[src/rtl/event_serializer.sv]
// Serializing event transmitter: packs {x,y,p,t} into a byte, drops null events,
// buffers in a small FIFO and sends each byte as start + 8 data (LSB first) + stop.
module event_serializer #(
  parameter int CLKS_PER_BIT = 4,
  parameter int FIFO_DEPTH   = 4
) (
  input  logic       clk,
  input  logic       rst,
  input  logic [1:0] x_in,
  input  logic [1:0] y_in,
  input  logic [1:0] p_in,
  input  logic [1:0] t_in,
  input  logic       in_valid,
  output logic       in_ready,
  output logic       tx_out,
  output logic       tx_busy,
  output logic [7:0] drop_count
);

  localparam int PW = (FIFO_DEPTH > 1) ? $clog2(FIFO_DEPTH) : 1;
  localparam int CW = $clog2(FIFO_DEPTH + 1);
  localparam int BW = (CLKS_PER_BIT > 1) ? $clog2(CLKS_PER_BIT) : 1;

  typedef enum logic [1:0] {IDLE, START, DATA, STOP} state_t;

  state_t          state;
  logic [BW-1:0]   baud_cnt;
  logic [2:0]      bit_cnt;
  logic [7:0]      shreg;

  logic [7:0]      mem [FIFO_DEPTH];
  logic [PW-1:0]   wr_ptr;
  logic [PW-1:0]   rd_ptr;
  logic [CW-1:0]   fifo_count;

  logic [7:0]      word;
  logic            evt;
  logic            push;
  logic            drop;
  logic            pop;
  logic            fifo_nonempty;
  logic            baud_done;

  // Handshake: an event is taken at a rising edge when in_valid is high, the
  // packed word is non-zero and in_ready is high; with in_ready low it is dropped.
  assign word          = {x_in, y_in, p_in, t_in};
  assign evt           = in_valid && (word != 8'h00);
  assign in_ready      = (fifo_count != CW'(FIFO_DEPTH));
  assign push          = evt && in_ready;
  assign drop          = evt && !in_ready;
  assign fifo_nonempty = (fifo_count != '0);
  assign baud_done     = (baud_cnt == BW'(CLKS_PER_BIT - 1));
  assign pop           = fifo_nonempty && ((state == IDLE) || (state == STOP && baud_done));
  assign tx_busy       = (state != IDLE) || fifo_nonempty;

  always_ff @(posedge clk) begin
    if (push) mem[wr_ptr] <= word;
  end

  always_ff @(posedge clk or posedge rst) begin
    if (rst) begin
      wr_ptr     <= '0;
      rd_ptr     <= '0;
      fifo_count <= '0;
      drop_count <= 8'h00;
    end else begin
      if (push) wr_ptr <= wr_ptr + 1'b1;
      if (pop)  rd_ptr <= rd_ptr + 1'b1;
      case ({push, pop})
        2'b10:   fifo_count <= fifo_count + 1'b1;
        2'b01:   fifo_count <= fifo_count - 1'b1;
        default: fifo_count <= fifo_count;
      endcase
      if (drop && drop_count != 8'hFF) drop_count <= drop_count + 1'b1;
    end
  end

  // Line driver: tx_out is loaded one edge ahead of each bit so it is glitch-free.
  always_ff @(posedge clk or posedge rst) begin
    if (rst) begin
      state    <= IDLE;
      baud_cnt <= '0;
      bit_cnt  <= '0;
      shreg    <= 8'h00;
      tx_out   <= 1'b1;
    end else begin
      case (state)
        IDLE: begin
          tx_out <= 1'b1;
          if (fifo_nonempty) begin
            shreg    <= mem[rd_ptr];
            tx_out   <= 1'b0;
            baud_cnt <= '0;
            bit_cnt  <= '0;
            state    <= START;
          end
        end
        START: begin
          if (baud_done) begin
            baud_cnt <= '0;
            bit_cnt  <= '0;
            tx_out   <= shreg[0];
            state    <= DATA;
          end else begin
            baud_cnt <= baud_cnt + 1'b1;
          end
        end
        DATA: begin
          if (baud_done) begin
            baud_cnt <= '0;
            if (bit_cnt == 3'd7) begin
              bit_cnt <= '0;
              tx_out  <= 1'b1;
              state   <= STOP;
            end else begin
              bit_cnt <= bit_cnt + 1'b1;
              shreg   <= {1'b0, shreg[7:1]};
              tx_out  <= shreg[1];
            end
          end else begin
            baud_cnt <= baud_cnt + 1'b1;
          end
        end
        STOP: begin
          if (baud_done) begin
            baud_cnt <= '0;
            bit_cnt  <= '0;
            if (fifo_nonempty) begin
              shreg  <= mem[rd_ptr];
              tx_out <= 1'b0;
              state  <= START;
            end else begin
              tx_out <= 1'b1;
              state  <= IDLE;
            end
          end else begin
            baud_cnt <= baud_cnt + 1'b1;
          end
        end
        default: begin
          tx_out <= 1'b1;
          state  <= IDLE;
        end
      endcase
    end
  end

endmodule
[config.mk]
export PLATFORM = sky130hd
export DESIGN_NAME = event_serializer
export DESIGN_NICKNAME = d
export VERILOG_FILES = /design/src/rtl/event_serializer.sv
export SDC_FILE = /design/constraint.sdc
export NUM_CORES = 1
export LEC_CHECK = 0
export CAP_MARGIN = 25
export CORE_MARGIN = 4
export CORE_UTILIZATION = 58
export DETAILED_ROUTE_END_ITERATION = 8
export DONT_BUFFER_PORTS = 1
export MAX_ROUTING_LAYER = met4
export PLACE_DENSITY = 0.74
export SLEW_MARGIN = 20
export SYNTH_ARGS = -nofsm -noshare
export SYNTH_HDL_FRONTEND = slang
export SYNTH_SLANG_ARGS = --single-unit
[constraint.sdc]
create_clock -name clk -period 3.6 [get_ports clk]
set_input_delay 0.36 -clock clk [delete_from_list [all_inputs] [get_ports clk]]
set_output_delay 0.36 -clock clk [all_outputs]
set_load 0.005 [all_outputs]
# Word level (Yosys, flattened, before mapping)
# Memories as Yosys holds them, arrays and structs flattened.
# Cells that the tools add are included.
# word_totals
inputBits,11
n_memories,1
word_cells,83
ramBits,32
ff_bits,31
# memory_table
name,words,width,read_ports,rd_clocked_by_memory_dff,write_ports,line_no,rtl
mem,4,8,1,0,1,31,logic [7:0] mem [FIFO_DEPTH];
# op_classes
n_eq_ne,16
n_reduce_logical,21
addsub,7
n_mux,29
# op_table
cell,count
2-to-1 mux 8 bit,4
case mux 8 bit (3 select lines),1
2-to-1 mux 2 bit,7
2-to-1 mux 3 bit,4
"inequality test 2 bit, second input constant",6
case mux 3 bit (3 select lines),1
"adder 8 x 1 -> 8 bit, second input constant",1
"equality test 2 bit, second input constant",4
2-to-1 mux 1 bit,8
"inequality test 8 bit, second input constant",1
case mux 2 bit (4 select lines),1
nonzero test 8 bit,1
"adder 2 x 1 -> 2 bit, second input constant",3
"adder 3 x 1 -> 3 bit, second input constant",2
logical AND 1 bit,6
case mux 3 bit (2 select lines),1
AND reduction 3 bit,2
nonzero test 3 bit,2
AND reduction 5 bit,1
"equality test 2 x 1 -> 1 bit, second input constant",2
case mux 1 bit (4 select lines),1
case mux 2 bit (2 select lines),1
AND reduction 4 bit,1
nonzero test 2 bit,2
9 further kinds,10

# Longest topological paths before layout
# Gate-level depths: netlist of the first run.
# depth
ltp_word,6
mapped_depth,10
mapped_depth_nobuf,10

# Worst setup path before layout of the first run
# Ideal clock, no wire load.
# synth_path
path_kind,in2reg
start,in y_in[1]
end,reg fifo_count[2]
setup_slack_ns,1.309
path_buffers,0
t_arrival_ns,2.211
setup_ns,0.079
path_stages,10
required_ns,3.521
path_cell_list,or4_4 -> o21ai_0 -> nor2_1 -> inv_1 -> ha_1 -> inv_1 -> fa_1 -> xor2_1 -> nor2_1 -> xor2_1
# synth_between
elab_chain_len,5
# synth_lines
item,line_no,rtl
start: declaration,10,"input logic [1:0] y_in,"
nonzero test 8 bit *,47,assign evt = in_valid && (word != 8'h00);
logical AND 1 bit *,47,
logical AND 1 bit *,49,assign push = evt && in_ready;
equality test 2 x 1 -> 1 bit / equality test 2 bit (equally long branches),69,"case ({push, pop})"
case mux 3 bit (2 select lines) / nonzero test 2 bit (equally long branches),n/a,
end signal: assignment,70,2'b10: fifo_count <= fifo_count + 1'b1;
end signal: assignment,71,2'b01: fifo_count <= fifo_count - 1'b1;
end signal: assignment,72,default: fifo_count <= fifo_count;
end: declaration,34,logic [CW-1:0] fifo_count;
# Mark *: on every way between the ends. The rest lies on a longest branch, timed or not.
# A chain may end at the register's enable or synchronous reset.

# Final worst setup path of the first run
# layout_path
start,reg state[0]
end,reg fifo_count[2]
# layout_between
elab_chain_len,6
# layout_lines
item,line_no,rtl
start: declaration,26,state_t state;
start signal: assignment,81,state <= IDLE;
start signal: assignment,95,state <= START;
start signal: assignment,103,state <= DATA;
equality test 2 bit,53,assign pop = fifo_nonempty && ((state == IDLE) || (state == STOP && baud_done));
logical AND 1 bit,53,
logical OR 1 bit *,53,
logical AND 1 bit *,53,
via pop,40,logic pop;
equality test 2 x 1 -> 1 bit / equality test 2 bit (equally long branches),69,
case mux 3 bit (2 select lines) / nonzero test 2 bit (equally long branches),n/a,
# The timed path passes the listed nets; every way through them passes the cells marked *.

==> results of run 1 <==
==> synth_stat cells (2+ instances only) <==
library cell | number | area share (%)
edfxtp_1 | 32 | 33
dfrtp_1 | 30 | 26
ha_1 | 14 | 6.0
nor2_1 | 13 | 1.7
inv_1 | 12 | 1.6
nand2_1 | 12 | 1.6
a21oi_1 | 10 | 1.7
mux2i_1 | 8 | 2.8
mux4_2 | 8 | 6.2
o21ai_0 | 7 | 1.2
xor2_1 | 7 | 2.1
nor3_1 | 6 | 1.0
nand3_1 | 5 | 0.86
and2_1 | 4 | 0.86
clkbuf_1 | 3 | 0.39
o21ba_2 | 3 | 1.0
xnor2_1 | 3 | 0.90
mux2_2 | 2 | 0.78
nor2b_1 | 2 | 0.43
nor4_1 | 2 | 0.43
or4_4 | 2 | 0.78
==> stage by stage <==
stage                     hold slack (ps)  instances  instance area, um^2
after CTS                            18.1        288                 3160
final                               -3.55        288                 3160
after detailed placement              379        272                 2980
after global placement                459        272                 2980
after floorplan                       454        208                 2900
after global routing                 39.7        288                 3160
==> power groups by stage <==
stage / registers [mW] / clock network (mW) / logic, mW
CTS: 1.19 / 0.588 / 0.986
floorplan: 1.11 / 0 / 0.856
global route: 1.22 / 0.631 / 1.08
global placement: 1.18 / 0 / 0.918
finish: 1.19 / 0.579 / 0.976
detailed placement: 1.20 / 0 / 0.982
==> critical path: stages (launching register included) <==
cell,delay [ps]
dfrtp_1,410
inv_1,150
ha_1,230
a21oi_1,50
nor2_1,240
ha_1,240
inv_1,60
fa_1,380
xor2_1,150
nor2_1,120
xor2_1,150
==> cell usage in the layout (no fill, tap or decap), drive strengths merged, types with 3 or more instances in the layout <==
| master | count |
|---|---|
| ha | 14 |
| edfxtp | 32 |
| mux2 | 3 |
| mux2i | 8 |
| clkinv | 4 |
| nand3 | 5 |
| nor2 | 14 |
| inv | 12 |
| nor3 | 6 |
| dfrtp | 30 |
| nand2 | 12 |
| mux4 | 8 |
| a21oi | 10 |
| xor2 | 7 |
| o21ba | 3 |
| xnor2 | 3 |
| clkbuf | 9 |
| and2 | 4 |
| o21ai | 8 |
==> kinds of logic after synthesis <==
logic type      after synthesis  share of synthesized area (%)
buf+inv                      17                           2.50
mux                          19                           10.3
fa+ha+maj                    15                           6.72
flops                        63                           59.8
simple gates                 54                           10.3
xor+xnor                     10                           3.02
compound gates               30                           7.41
==> area by class of cell <==
class	count	area, um^2	share of cell area [%]
clock buffers	9	124	3.92
clock inverters	7	63.8	2.02
inverters	12	45.0	1.42
multi-input cells	128	1090	34.6
flip-flops and latches	63	1740	54.9
well taps	67	83.8	2.65
repair buffers	2	15.0	0.475
==> flip-flops by register name, summed over array words and instances, names as in the netlist <==
signal	count
rd_ptr	2
shreg	8
fifo_count	3
baud_cnt	2
bit_cnt	3
tx_out	1
wr_ptr	2
drop_count	8
state	2
mem	32
==> worst max-delay path by stage <==
stage,endpoint,slack [ps],cells past startpoint
2_1_floorplan,fifo_count[2],1310,10
3_3_place_gp,fifo_count[2],1220,10
3_5_place_dp,fifo_count[2],1160,10
4_1_cts,fifo_count[2],1350,10
5_1_grt,fifo_count[2],1200,10
6_report,fifo_count[2],1340,10
==> per-layer routing <==
metal,global-route usage [%],vias up,part of all wire (%)
met5,-,-,0
met4,6.82,0,1.1
li1,-,783,-
met1,21.7,816,43
met2,28.3,44,51
met3,6.35,5,5.4
==> impl_metrics.yaml, run 1 <==
pwr:
  p_leak_nw: 1.26
  p_sw_uw: 965
  p_int_mw: 1.78
  power_mw: 2.74
  pwr-share-clk_pct: 21.1
  netSwitchingFraction_pct: 35.2
  power.density_nw_per_um2: 867
  p_comb_share_pct: 35.6
  seqPwrFrac_pct: 43.3
  ir_drop_v: 0.000561
placement:
  place_ws_ps: 1160
  gp_congestion: 0.788
  portBuffers: 0
  dp_hpwl_mm: 3.47
worst_hold_path:
  hold_path_class: "in -> async"
synth:
  syn_area_um2: 2900
  avgSynthCellArea_um2: 14.0
  syn_nets: 234
  async_reset_ff_share_pct: 49.2
  synthFlopType: "edfxtp_1"
  ys_ff_latch: 63
  yosysWarnings: 0
  synth_edf_count: 32
  synth_cell_types: 44
  synthCells: 208
  synth-seq-area-share_pct: 59.8
clock_tree:
  clockBufferDepth: 2
  ctsHoldBuffers: 0
  cts_root_buf: "clkbuf_8"
  htree_levels: 3
  cts_sinks: 63
  postCtsSetupBuffers: 0
  insertion_delay_ps: 330
  cts_buffers: 9
  cts.repair.resized: 0
  clk_pin_slew_worst_paths_ps: 70
  cts_tree: "built"
timing:
  slew_viol_final: 0
  timing.fmax_ghz: 0.442
  timing.final.crit_share_pct: 62.9
  whs_ps: -3.55
  grt_setup_unrepaired: "false"
  max_slew.worst_pin.slew_ps: 658
  setup_tns_ps: 0
  hold_violations: 1
  skew_ps: 8.09
  layout_setup_ws_ps: 1340
  fin_crit_ps: 2260
  maxSlewHeadroom_pct: 56.1
  setup_viol: 0
final_layout:
  n_fill_cell: 334
  antenna_cells: 0
  final_core_util_pct: 66.1
  final_layout_size_suffix_gt1_share_pct: 18.6
  area_growth_pct: 8.92
  nNetsFinal: 242
die:
  initial_core_util_pct: 60.7
  num_rows: 25
  die_w_um: 78.8
  fp.dieH_um: 78.8
  dieArea_um2: 6200
  core_area_um2: 4790
  io_pins: 22
route:
  drcViolationCount: 0
  viasPerCell: 5.72
  via_count: 1648
  routed_wl_mm: 4.82
  ant_nets: 0
  wl_per_cell_um: 16.7
  drt_iter0_markers: 91
  drt-pass1-iter-count: 4
worst_setup_path:
  worst-endpoint-required_ps: 3860
  cp-startpoint: "state[0]"
  reg2reg_from: "state[0]"
  reg2regPathDepth: 10
  critPathCaptureType: "flop"
  r2r_end: "fifo_count[2]"
  startpoint_type: "flop"
  critPathKind: "reg -> reg"
  arrival_ps: 2520
  cp_max_fo: 5
  rrSetupSlack_ps: 1340
status:
  violations: "negative hold slack"
  status: "finished with violations"
grt:
  grt_max_degree: 32
  grt_pass1_wl_mm: 8.02
  grt_pass1_vias: 1632
  grt_use_total_pct: 18.0
  antenna_found_initial: 0
  overflow: 0
flow_run:
  maxCapViolations: 0
(Power assumes the default switching activity.)
==> run 2: changes to the inputs <==
clock period = 2.25 ns   (was 3.6 ns; I/O delays follow)
==> run 2 against run 1 <==
Compared with the run above: the run now ends clean; non-clock buffer count grew 16; clock skew down 0.74 ps; global-route usage grew 1.6 points.
==> impl_metrics.yaml, run 2 (same netlist as run 1, synthesis figures left out) <==
final_layout:
  reg_top3: "mem (32), drop_count (8), shreg (8)"
  n_fill_cell: 312
  largest_reg_flops: 32
  finalInstanceArea_um2: 3320
  regMostFlops: "mem"
  antenna_cells: 0
  final_common_cell: "edfxtp_1"
  final_cell_mix: "edfxtp_1, dfrtp_1, nand2_1, nor2_1, ha_1"
  final-seq-area_um2: 1740
  final_layout_size_suffix_gt1_share_pct: 21.9
  nNetsFinal: 258
  multi_input_area_um2: 1100
  area_growth_pct: 14.4
route:
  viasPerCell: 5.61
  via_count: 1706
  drcViolationCount: 0
  routed_wl_mm: 5.24
  drt_iter0_markers: 127
  wl_per_cell_um: 17.2
  drt-pass1-iter-count: 4
  ant_nets: 0
placement:
  gp_congestion: 0.837
  portBuffers: 0
  post_dp_cell_area_um2: 3010
  dp_hpwl_mm: 3.44
pwr:
  p_leak_nw: 1.33
  pwr-share-clk_pct: 21.6
  power_mw: 4.58
  p_sw_mw: 1.64
  p_comb_share_pct: 36.8
  seqPwrFrac_pct: 41.6
  netSwitchingFraction_pct: 35.8
  p_int_mw: 2.94
  ir_drop_v: 0.000703
  power.density_nw_per_um2: 1380
worst_hold_path:
  hold_path_class: "in -> reg"
  hp-start: "in_valid"
  min_delay_path_depth: 3
  worst_hold_path.endpoint: "drop_count[2]"
flow_run:
  maxCapViolations: 0
worst_setup_path:
  critPathCaptureType: "flop"
  arrival_ps: 2400
  critPathMostFrequentCell: "buf_4"
  slowest_delay_ps: 520
  critPathKind: "reg -> reg"
  crit_path_cell_trace: "inv_2, ha_1, buf_4, or4bb_1, o41ai_2, buf_4, nand2_1, o22ai_1"
  reg2regPathDepth: 8
  worst_path_max_delay_cell: "or4bb_1"
  worst-endpoint-required_ps: 2500
  r2r_end: "shreg[7]"
  reg2reg_from: "state[0]"
  cp_max_fo: 15
  startpoint_type: "flop"
  rrSetupSlack_ps: 100
clock_tree:
  cts_sinks: 63
  cts_tree: "built"
  clk_pin_slew_worst_paths_ps: 70
  insertion_delay_ps: 340
  clockBufferDepth: 2
  cts_buffers: 9
  cts_root_buf: "clkbuf_8"
  htree_levels: 3
timing:
  timing.fmax_ghz: 0.465
  hold_violations: 0
  maxSlewHeadroom_pct: 59.3
  setup_viol: 0
  fin_crit_ps: 2150
  skew_ps: 7.35
  timing.final.crit_share_pct: 95.5
  max_slew.worst_pin.slew_ps: 604
  slew_viol_final: 0
grt:
  grt_max_degree: 32
  antenna_found_initial: 0
  grt_pass1_vias: 1873
  grt_use_total_pct: 19.6
  overflow: 0
  grt_pass1_wl_mm: 8.87
die:
  die_w_um: 78.8
  initial_core_util_pct: 60.7
  dieArea_um2: 6200
  num_rows: 25
  core_area_um2: 4790
  io_pins: 22
  fp.dieH_um: 78.8
status:
  status: "finished clean"
-- run 2: area by class of cell --
type / count / area share, %
clock buffers: 10 / 3.84
clock inverters: 6 / 2.15
inverters: 12 / 1.36
multi-input cells: 128 / 33.1
flip-flops and latches: 63 / 52.3
well taps: 67 / 2.52
repair buffers: 18 / 4.67
-- run 2: metrics by stage --
step	TNS (ps)	worst slack [ps]	cells	hold WS, ps	util [%]
floorplan	0	94.3	208	324	-
global placement	0	98.9	276	210	62.8
detailed placement	-0.316	-0.316	277	221	62.9
CTS	0	30.2	302	206	69.0
global route	-0.359	-0.359	304	225	69.4
finish	0	101	304	224	69.4
-- run 2: power groups by stage --
stage	Clock [mW]	Combinational [mW]	Sequential [mW]
after floorplan	0	1.37	1.78
after global placement	0	1.49	1.89
after detailed placement	0	1.60	1.92
after CTS	0.991	1.64	1.90
after global routing	1.06	1.88	1.96
final	0.989	1.68	1.90
-- run 2: how the worst max path moves through the flow --
| stage | slack (ps) | start | depth (start not counted) | endpoint |
|---|---|---|---|---|
| 2_1_floorplan | 90 | y_in[1] | 10 | fifo_count[2] |
| 3_3_place_gp | 100 | y_in[1] | 10 | fifo_count[2] |
| 3_5_place_dp | -0.3 | state[0] | 10 | fifo_count[2] |
| 4_1_cts | 30 | state[0] | 8 | shreg[7] |
| 5_1_grt | -0.4 | state[0] | 8 | shreg[7] |
| 6_report | 100 | state[0] | 8 | shreg[7] |
-- run 2: critical path: cells and delay by family (launching register included) --
family | cells | cell delay (ps)
AOI/OAI and AO/OA | 2 | 270
adders and majority gates | 1 | 210
buffers and inverters | 3 | 610
DFF | 1 | 410
and+or+nand+nor | 2 | 570
-- run 2: layer usage --
| layer | part of all wire (%) | track usage, % | vias up |
|---|---|---|---|
| li1 | - | - | 812 |
| met1 | 43 | 23.6 | 831 |
| met5 | 0 | - | - |
| met3 | 4.3 | 4.20 | 12 |
| met4 | 2.4 | 10.7 | 0 |
| met2 | 50 | 31.2 | 51 |
-- run 2: timing repair --
| action | CTS | global route |
|---|---|---|
| resized for setup | 2 | 5 |
| buffers inserted | 0 | 1 |
| hold endpoints to repair | 62 | 0 |
| gates cloned | 0 | 1 |
| setup endpoints to repair | 2 | 6 |
| pin swaps | 0 | 1 |
| hold buffers | 9 | 0 |
==> run 3: changes to the inputs <==
CORE_UTILIZATION = 57   (was 58)
PLACE_DENSITY = 0.72   (was 0.74)
==> run 3 against run 2 <==
Compared with the run above: fmax increased by 0.67%; non-clock buffer count unchanged; wire length increased by 0.71%; global-route usage increased by 0.12 points; hold slack improved by 5.6 ps; critical path depth unchanged; sequential power about the same; die area increased by 1.6%; worst setup slack improved by 14 ps; clock skew increased by 2.2 ps; critical endpoint unchanged; largest power group unchanged.
==> impl_metrics.yaml, run 3 (same netlist as run 1, synthesis figures left out) <==
timing:
  hold_violations: 0
  max_slew.worst_pin.slew_ps: 653
  setup_tns_ps: 0
  skew_ps: 9.51
  timing.final.crit_share_pct: 94.9
  layout_setup_ws_ps: 116
  fin_crit_ps: 2130
  maxSlewHeadroom_pct: 56.0
  slew_viol_final: 0
  whs_ps: 229
  timing.fmax_ghz: 0.469
  setup_viol: 0
  grt_setup_unrepaired: "false"
final_layout:
  final_layout_size_suffix_gt1_share_pct: 19.5
  final_common_cell: "edfxtp_1"
  reg_top3: "mem (32), drop_count (8), shreg (8)"
  layout.cells.non_filler: 303
  finalInstanceArea_um2: 3280
  area_growth_pct: 12.8
  largest_reg_flops: 32
  multi_input_area_um2: 1100
  nNetsFinal: 258
  final_cell_mix: "edfxtp_1, dfrtp_1, ha_1"
  final_core_util_pct: 68.0
  regMostFlops: "mem"
  n_fill_cell: 336
  antenna_cells: 0
  final-seq-area_um2: 1740
placement:
  place_ws_ps: -8.05
  dp_cells: 277
  portBuffers: 0
  dp_hpwl_mm: 3.62
  gp_congestion: 0.779
  post_dp_cell_area_um2: 3010
worst_setup_path:
  rrSetupSlack_ps: 120
  startpoint_type: "flop"
  arrival_ps: 2390
  worst-endpoint-required_ps: 2500
  critPathCaptureType: "flop"
  critPathKind: "reg -> reg"
  cp_max_fo: 15
pwr:
  p_sw_mw: 1.59
  p_int_mw: 2.80
  ir_drop_v: 0.000759
  netSwitchingFraction_pct: 36.2
  pwr-share-clk_pct: 18.1
  seqPwrFrac_pct: 43.3
  p_comb_share_pct: 38.6
  p_leak_nw: 1.32
  power_mw: 4.40
  power.density_nw_per_um2: 1340
die:
  fp.dieH_um: 79.4
  num_rows: 25
  die_w_um: 79.4
  io_pins: 22
  initial_core_util_pct: 60.3
  dieArea_um2: 6300
  core_area_um2: 4820
route:
  drcViolationCount: 0
  viasPerCell: 5.68
  wl_per_cell_um: 17.4
  drt-pass1-iter-count: 5
  drt_iter0_markers: 92
  via_count: 1720
  ant_nets: 0
  routed_wl_mm: 5.28
grt:
  antenna_found_initial: 0
  grt_use_total_pct: 19.8
  overflow: 0
  grt_pass1_wl_mm: 8.93
  grt_pass1_vias: 1884
  grt_max_degree: 32
flow_run:
  maxCapViolations: 0
clock_tree:
  insertion_delay_ps: 330
  htree_levels: 3
  cts_root_buf: "clkbuf_8"
  clk_pin_slew_worst_paths_ps: 70
  clockBufferDepth: 2
  cts_sinks: 63
  cts_buffers: 9
  cts_tree: "built"
worst_hold_path:
  hold_path_class: "in -> reg"
status:
  status: "finished clean"
-- run 3: cell count changes in the layout (fill, tap and decap cells not counted), moves of 2 or more --
cell / delta
clkinv_2: +3
clkinv_4: -3
ha_1: +2
ha_2: -2
inv_1: +2
inv_2: -2
-- run 3: area by class of cell --
| type | instances | share of cell area (%) |
|---|---|---|
| clock buffers | 10 | 3.90 |
| clock inverters | 5 | 0.802 |
| inverters | 12 | 1.38 |
| well taps | 67 | 2.56 |
| repair buffers | 18 | 4.85 |
| flip-flops and latches | 63 | 53.1 |
| multi-input cells | 128 | 33.5 |
-- run 3: per-layer routing --
| metal | global-route usage (%) | part of all wire (%) |
|---|---|---|
| met4 | 9.62 | 1.2 |
| met3 | 4.40 | 3.7 |
| met2 | 33.2 | 53 |
| met1 | 22.6 | 42 |
| met5 | - | 0 |
-- run 3: final timing paths --
path / to / from / cells past startpoint
max: shreg[7] / state[0] / 8
min: drop_count[2] / in_valid / 3
max reg2reg: shreg[7] / state[0] / 8
min reg2reg: bit_cnt[1] / bit_cnt[1] / 2
max in group asynchronous: tx_out / rst / 3
min in group asynchronous: wr_ptr[0] / rst / 3
-- run 3: timing repair --
item / in CTS / in global routing
pin swaps: 0 / 1
gates resized for setup: 2 / 2
hold buffers: 9 / 0
setup endpoints to repair: 2 / 6
cloned: 0 / 1
setup buffers: 0 / 1
endpoints found under the hold margin: 62 / 0
-- run 3: critical path: stages (launching register included) --
cell and delay (ps):
dfrtp_1 400, inv_1 150, ha_1 230, buf_6 190, or4bb_1 500, o41ai_2 130
buf_4 260, nand2_1 50, o22ai_1 120
-- run 3: power by group through the flow --
stage | combinational [mW] | sequential, mW | clock, mW
finish | 1.70 | 1.91 | 0.795
global route | 1.90 | 1.95 | 0.881
CTS | 1.67 | 1.91 | 0.816
detailed placement | 1.62 | 1.93 | 0
global placement | 1.48 | 1.90 | 0
floorplan | 1.37 | 1.78 | 0
